$ cat src/rtl/ann_pkg.sv
// Shared state encoding and default layer table for the layer sequencer.
// Slice k of the table (bits k*7 +: 7) is the input count of layer k.
package ann_pkg;

  typedef enum logic [2:0] {
    IDLE,
    REQ_COEF,
    WAIT_COEF,
    START_LAYER,
    RUN_LAYER,
    ADVANCE,
    DONE,
    ERROR
  } seq_state_t;

  localparam logic [20:0] DEF_LAYER_INPUTS = {7'd10, 7'd4, 7'd16};

endpackage

$ cat src/rtl/ann_layer_sequencer_if.sv
// Control bundle between the sequencer (master) and loader/SRAM/node array (slave).
// Inputs are levels sampled on clk; no backpressure beyond the coef_req/coef_ack handshake.
interface ann_layer_sequencer_if #(
  parameter int NUM_LAYERS = 3,
  parameter int IN_W       = 7
);
  localparam int LIDX_W = $clog2(NUM_LAYERS + 1);

  logic                  start;
  logic                  abort;
  logic                  coef_ack;
  logic                  layer_done;
  logic [LIDX_W-1:0]     layer_idx;
  logic [IN_W-1:0]       max_input;
  logic                  coef_req;
  logic                  reset_accum;
  logic                  coeff_ready;
  logic [NUM_LAYERS:0]   load_en;
  logic                  busy;
  logic                  done_processing;
  logic                  timeout_err;

  modport master (
    input  start, abort, coef_ack, layer_done,
    output layer_idx, max_input, coef_req, reset_accum, coeff_ready,
           load_en, busy, done_processing, timeout_err
  );

  modport slave (
    output start, abort, coef_ack, layer_done,
    input  layer_idx, max_input, coef_req, reset_accum, coeff_ready,
           load_en, busy, done_processing, timeout_err
  );

endinterface

$ cat src/rtl/ann_watchdog.sv
// Cycle counter for wait states; o_expire is combinational, high on the TIMEOUT-th enabled cycle.
// i_clear overrides i_enable; TIMEOUT=0 freezes the counter and never expires.
module ann_watchdog #(
  parameter int TIMEOUT = 1024,
  parameter int TO_W    = 11
) (
  input  logic clk,
  input  logic n_rst,
  input  logic i_clear,
  input  logic i_enable,
  output logic o_expire
);

  localparam int unsigned    LIM   = (TIMEOUT == 0) ? 0 : TIMEOUT - 1;
  localparam logic [TO_W-1:0] LIM_V = TO_W'(LIM);

  logic [TO_W-1:0] r_cnt;

  always_ff @(posedge clk) begin
    if (!n_rst) begin
      r_cnt <= '0;
    end else if (i_clear) begin
      r_cnt <= '0;
    end else if (i_enable && (TIMEOUT != 0)) begin
      r_cnt <= r_cnt + 1'b1;
    end
  end

  assign o_expire = (TIMEOUT != 0) && i_enable && (r_cnt == LIM_V);

endmodule

$ cat src/rtl/ann_layer_sequencer.sv
// Sequences coefficient fetch, accumulator clear, run and result load per layer; min 4 cycles/layer.
// Stalls on coef_ack and layer_done with a watchdog; abort cancels any non-IDLE state.
import ann_pkg::*;

module ann_layer_sequencer #(
  parameter int                         NUM_LAYERS   = 3,
  parameter int                         IN_W         = 7,
  parameter logic [NUM_LAYERS*IN_W-1:0] LAYER_INPUTS = DEF_LAYER_INPUTS,
  parameter int                         TIMEOUT      = 1024,
  parameter int                         TO_W         = 11
) (
  input logic                 clk,
  input logic                 n_rst,
  ann_layer_sequencer_if.master bus
);

  localparam int                  LIDX_W  = $clog2(NUM_LAYERS + 1);
  localparam logic [NUM_LAYERS:0] LD_ONE  = 1;
  localparam logic [LIDX_W-1:0]   LAST_IX = LIDX_W'(NUM_LAYERS - 1);

  seq_state_t          r_state, w_next;
  logic [LIDX_W-1:0]   r_layer_idx;
  logic                r_timeout_err;
  logic                w_expire;
  logic                w_wd_en;
  logic                w_wd_clr;
  logic [IN_W-1:0]     w_max_input;
  logic [NUM_LAYERS:0] w_load_en;

  assign w_wd_en  = (r_state == WAIT_COEF) || (r_state == RUN_LAYER);
  assign w_wd_clr = (w_next != r_state);

  ann_watchdog #(
    .TIMEOUT (TIMEOUT),
    .TO_W    (TO_W)
  ) u_watchdog (
    .clk      (clk),
    .n_rst    (n_rst),
    .i_clear  (w_wd_clr),
    .i_enable (w_wd_en),
    .o_expire (w_expire)
  );

  always_ff @(posedge clk) begin
    if (!n_rst) begin
      r_state <= IDLE;
    end else begin
      r_state <= w_next;
    end
  end

  // abort outranks everything outside IDLE; layer_done/coef_ack outrank expiry
  always_comb begin
    w_next = r_state;
    if (r_state != IDLE && bus.abort) begin
      w_next = IDLE;
    end else begin
      case (r_state)
        IDLE:        if (bus.start) w_next = REQ_COEF;
        REQ_COEF:    w_next = bus.coef_ack ? START_LAYER : WAIT_COEF;
        WAIT_COEF:   if (bus.coef_ack) w_next = START_LAYER;
                     else if (w_expire) w_next = ERROR;
        START_LAYER: w_next = RUN_LAYER;
        RUN_LAYER:   if (bus.layer_done) w_next = ADVANCE;
                     else if (w_expire) w_next = ERROR;
        ADVANCE:     w_next = (r_layer_idx == LAST_IX) ? DONE : REQ_COEF;
        DONE:        w_next = IDLE;
        ERROR:       w_next = ERROR;
        default:     w_next = IDLE;
      endcase
    end
  end

  always_ff @(posedge clk) begin
    if (!n_rst) begin
      r_layer_idx   <= '0;
      r_timeout_err <= 1'b0;
    end else begin
      if (w_next == IDLE) begin
        r_layer_idx <= '0;
      end else if (r_state == ADVANCE) begin
        r_layer_idx <= r_layer_idx + 1'b1;
      end
      if (r_state == IDLE && bus.start) begin
        r_timeout_err <= 1'b0;
      end else if (w_next == ERROR && r_state != ERROR) begin
        r_timeout_err <= 1'b1;
      end
    end
  end

  always_comb begin
    w_max_input = '0;
    for (int k = 0; k < NUM_LAYERS; k++) begin
      if (r_layer_idx == LIDX_W'(k)) begin
        w_max_input = LAYER_INPUTS[k*IN_W +: IN_W];
      end
    end
  end

  always_comb begin
    w_load_en = '0;
    if (r_state == IDLE) begin
      w_load_en = LD_ONE;
    end else if (r_state == ADVANCE) begin
      w_load_en = LD_ONE << (r_layer_idx + 1'b1);
    end
  end

  assign bus.layer_idx       = r_layer_idx;
  assign bus.max_input       = w_max_input;
  assign bus.coef_req        = (r_state == REQ_COEF) || (r_state == WAIT_COEF);
  assign bus.reset_accum     = (r_state == START_LAYER);
  assign bus.coeff_ready     = (r_state == RUN_LAYER);
  assign bus.load_en         = w_load_en;
  assign bus.busy            = (r_state != IDLE);
  assign bus.done_processing = (r_state == DONE);
  assign bus.timeout_err     = r_timeout_err;

endmodule
$ cat src/flat_wrapper.sv
// flat-port wrapper written by rule: the top's interface ports become plain ports
module ann_layer_sequencer_flat 
#(
  parameter int                         NUM_LAYERS   = 3,
  parameter int                         IN_W         = 7,
  parameter logic [NUM_LAYERS*IN_W-1:0] LAYER_INPUTS = DEF_LAYER_INPUTS,
  parameter int                         TIMEOUT      = 1024,
  parameter int                         TO_W         = 11
)
  (clk, n_rst, bus_start, bus_abort, bus_coef_ack, bus_layer_done, bus_layer_idx, bus_max_input, bus_coef_req, bus_reset_accum, bus_coeff_ready, bus_load_en, bus_busy, bus_done_processing, bus_timeout_err);
  ann_layer_sequencer_if #(.NUM_LAYERS(NUM_LAYERS), .IN_W(IN_W)) bus_i ();
  input logic clk;
  input logic n_rst;
  input wire logic [$bits(bus_i.start)-1:0] bus_start;
  input wire logic [$bits(bus_i.abort)-1:0] bus_abort;
  input wire logic [$bits(bus_i.coef_ack)-1:0] bus_coef_ack;
  input wire logic [$bits(bus_i.layer_done)-1:0] bus_layer_done;
  output wire logic [$bits(bus_i.layer_idx)-1:0] bus_layer_idx;
  output wire logic [$bits(bus_i.max_input)-1:0] bus_max_input;
  output wire logic [$bits(bus_i.coef_req)-1:0] bus_coef_req;
  output wire logic [$bits(bus_i.reset_accum)-1:0] bus_reset_accum;
  output wire logic [$bits(bus_i.coeff_ready)-1:0] bus_coeff_ready;
  output wire logic [$bits(bus_i.load_en)-1:0] bus_load_en;
  output wire logic [$bits(bus_i.busy)-1:0] bus_busy;
  output wire logic [$bits(bus_i.done_processing)-1:0] bus_done_processing;
  output wire logic [$bits(bus_i.timeout_err)-1:0] bus_timeout_err;
  assign bus_i.start = bus_start;
  assign bus_i.abort = bus_abort;
  assign bus_i.coef_ack = bus_coef_ack;
  assign bus_i.layer_done = bus_layer_done;
  assign bus_layer_idx = bus_i.layer_idx;
  assign bus_max_input = bus_i.max_input;
  assign bus_coef_req = bus_i.coef_req;
  assign bus_reset_accum = bus_i.reset_accum;
  assign bus_coeff_ready = bus_i.coeff_ready;
  assign bus_load_en = bus_i.load_en;
  assign bus_busy = bus_i.busy;
  assign bus_done_processing = bus_i.done_processing;
  assign bus_timeout_err = bus_i.timeout_err;
  ann_layer_sequencer #(.NUM_LAYERS(NUM_LAYERS), .IN_W(IN_W), .LAYER_INPUTS(LAYER_INPUTS), .TIMEOUT(TIMEOUT), .TO_W(TO_W)) u_core (.clk(clk), .n_rst(n_rst), .bus(bus_i));
endmodule
$ cat config.mk
export PLATFORM = sky130hd
export DESIGN_NAME = ann_layer_sequencer_flat
export DESIGN_NICKNAME = d
export VERILOG_FILES = /design/src/rtl/ann_pkg.sv /design/src/rtl/ann_layer_sequencer_if.sv /design/src/rtl/ann_watchdog.sv /design/src/rtl/ann_layer_sequencer.sv /design/src/flat_wrapper.sv
export SDC_FILE = /design/constraint.sdc
export NUM_CORES = 1
export LEC_CHECK = 0
export CORE_MARGIN = 5
export CORE_UTILIZATION = 62
export DETAILED_ROUTE_END_ITERATION = 8
export DONT_BUFFER_PORTS = 1
export PLACE_DENSITY = 0.78
export SLEW_MARGIN = 25
export SYNTH_ARGS = -nofsm -noshare
export SYNTH_HDL_FRONTEND = slang
export SYNTH_SLANG_ARGS = --single-unit
$ cat constraint.sdc
create_clock -name clk -period 2.3 [get_ports clk]
set_clock_uncertainty 0.1 [all_clocks]
set_input_delay 0.345 -clock clk [delete_from_list [all_inputs] [get_ports clk]]
set_output_delay 0.345 -clock clk [all_outputs]
set_load 0.02 [all_outputs]
==> impl_results.md <==
* VDD IR-drop max at 0.0003240 V
* Gates resized, CTS repair at 0
* Synth area leaders: dfxtp_1 28%, nor3_1 5.8%, ha_1 5.2%
* CTS Root Cell: clkbuf_4
* Seq cells post-synth at 17
* Sequential area share after synthesis at 0.2827
* TritonCTS clock tree: yes
* Fillers at 182
* Status: complete, no violations
* # DRC at 0
* CP Data Required Time at 2.38 ns
* Die area at 0.002922 mm^2
* Post-Synth Adder-Cell Area at 0.05198
* Met1 Use GR at 0.2258
* Fin crit share at 0.9318
* Setup-failing EPs final at 0
* Worst Max-Slew Pin Slew at 0.5970 ns
* Pre-Repair DR Iteration Count at 4
* Post-layout min period at 2.143 ns
* Compound-gate portion of the synthesized area at 0.1362
* Mapped Cells at 149
* Drt initial violations at 16
* Non-Filler Instances at 177
* Core area at 0.001902 mm^2
* TritonCTS Sinks at 17
* Overflow after GRT at 0
* Cts hold-fix bufs at 0
* Reg clk slew, reported paths at 0.09 ns
* GRT Total Usage at 0.1909
* Share of cells above drive strength 1 at 0.1200
* Ports at 25
* H-tree Lvls at 1
* Cell Pwr Density at 420.6 mW/mm^2
* Global Route met2 Usage at 0.3448
* GPL Wtd Cong at 0.9379
* P_leak at 0.4684 nW
* Vias in the first global route at 972
* DIE HEIGHT at 54.06 um
* Synth unique cells at 43
* Die outline width at 54.06 um
* Total of max-cap violations at 0
* DRT Wirelength at 2558 um
* Num rows at 16
* Setup TNS at 0 ns
* Setup CP Type: reg -> reg
* WP data arrival at 2.23 ns
* Area after DPL at 0.001237 mm^2
* Yosys warnings at 0
* Largest net degree at the start of global routing at 24
* Initial antenna violation count at 0
* Synth top area share at 0.2827
* Hold Path Class: in -> reg
* Multiplexer share of the synthesized area at 0.03326
* DR vias at 1,034
* Commonest non-fill, non-tap cells in the layout: 17 x dfxtp_1, 14 x nor3_1, 9 x buf_4
* Final Max Slew Viols at 0
* TritonCTS Buffers at 3
* DP Cell Count at 173
* Setup WS pre-CTS at 0.05850 ns
* Worst skew pair latency at 0.29 ns
* Worst Setup Slack, final at 0.1569 ns
* First-pass GRT wire length at 4160 um
* Synth Area in Simple Gates at 0.3108
* IO Port Bufs at 0
* Setup Fix Bufs, Post-CTS at 0
* Area leader, netlist: dfxtp_1
* Final hold vios at 0
* Post-route cell area at 0.001275 mm^2
* Post-route ant nets at 0
* FMAX at 466.6 MHz
* Hpwl dp at 1975 um
* Worst setup EP type: flip-flop
* Synth Area in XOR/XNOR at 0.09459
* DR vias/cell at 5.842
* Routed length per instance at 14.45 um
* Largest family of logic cells by synthesized area: simple AND/OR/NAND/NOR gates
* Largest fanout on the critical path at 11
* Met3 global-route usage at 0.03047
* Syn_area_per_cell at 8.078 um^2
* Busiest metal layer after global routing: met2
* Leading cell type in the layout, fill and taps excluded: dfxtp_1
* Final nets at 162
* Clock Tree Buf Depth at 2
* Diode count at 0
* RSZ-0062 raised after global routing: false
* Relative slew slack at 0.5989
* Startpoint Class: flip-flop
* Synthesized area at 0.001204 mm^2
* Area growth, synth to finish at 5.925%
* Initial Util at 0.6329
[final timing paths]
kind	from	end	slack (ns)	depth (start not counted)
min reg2reg	u_core.u_watchdog.r_cnt[6]	u_core.u_watchdog.r_cnt[6]	0.47	2
max reg2reg	u_core.u_watchdog.r_cnt[1]	u_core.u_watchdog.r_cnt[4]	0.16	7
max	u_core.u_watchdog.r_cnt[1]	u_core.u_watchdog.r_cnt[4]	0.16	7
min	n_rst	u_core.bus.timeout_err	0.12	1
[per-stage QoR]
| stage | total power (W) | hold WS (ns) | util |
|---|---|---|---|
| 2_1_floorplan | 0.0003748 | 0.4073 | - |
| 3_3_place_gp | 0.0003810 | 0.4199 | 0.6507 |
| 3_5_place_dp | 0.0003836 | 0.4176 | 0.6507 |
| 4_1_cts | 0.0005360 | 0.1141 | 0.6645 |
| 5_1_grt | 0.0005638 | 0.1232 | 0.6704 |
| 6_report | 0.0005363 | 0.1154 | 0.6704 |
[per-layer routing]
metal	vias up	part of all wire	wire length [um]
li1	514	-	-
met1	492	0.42	1065
met2	22	0.51	1303
met3	6	0.057	147
met4	0	0.016	42
met5	-	0	0
[power breakdown]
part | switching [W] | internal (W) | leakage [nW]
registers | 0.00000109 | 0.000296 | 0.137
clock network | 0.0000902 | 0.0000675 | 0.0150
logic | 0.0000533 | 0.0000281 | 0.316
[kinds of logic (layout without fill, tap and decap cells)]
family | after synthesis | after routing
muxes | 4 | 4
DFF | 17 | 17
AOI/OAI and AO/OA | 24 | 24
buffers and inverters | 21 | 20
other | 1 | 3
and+or+nand+nor | 64 | 64
adders and majority gates | 5 | 5
xor gates and xnor gates | 13 | 13
[Yosys cell counts, drive strengths merged]
| cell type | count |
|---|---|
| o32ai | 1 |
| clkbuf | 5 |
| nor4 | 2 |
| a21boi | 1 |
| xor2 | 6 |
| nand2 | 7 |
| nor4bb | 2 |
| xnor2 | 7 |
| nor3 | 14 |
| a211o | 1 |
| and3 | 4 |
| nand4 | 3 |
| buf | 10 |
| a211oi | 1 |
| and2 | 7 |
| a2bb2oi | 1 |
| nand2b | 2 |
| a32o | 1 |
| o311a | 1 |
| conb | 1 |
| nor2b | 3 |
| or4 | 1 |
| nor2 | 7 |
| nand4b | 1 |
| nor4b | 1 |
| o21bai | 1 |
| and3b | 1 |
| o21ai | 5 |
| o21a | 1 |
| nand3b | 2 |
| inv | 6 |
| ha | 5 |
| dfxtp | 17 |
| o211ai | 1 |
| a21oi | 7 |
| mux2i | 4 |
| nor3b | 4 |
| o31ai | 1 |
| nand3 | 3 |
| a22oi | 1 |
[critical path, stage by stage (launching register included)]
cell      delay (ns)
dfxtp_1         0.38
ha_1            0.18
nand4b_1        0.14
or4_4           0.59
o311a_1         0.17
a211oi_2        0.24
buf_6           0.17
nor3_1          0.06
[registers in the layout, indices dropped and copies added, names as in the netlist]
register / count
u_core.bus.layer_idx: 2
u_core.bus.timeout_err: 1
u_core.r_state: 3
u_core.u_watchdog.r_cnt: 11
[area by class of cell]
cell class	count	area (um^2)	area share
tap	27	33.78	0.02650
inverter	6	22.52	0.01766
timing repair buffer	10	78.83	0.06183
sequential	17	340.3	0.2669
multi-input combinational	113	773.2	0.6065
clock buffer	4	26.28	0.02061
Power figures use the tool's default switching activity.
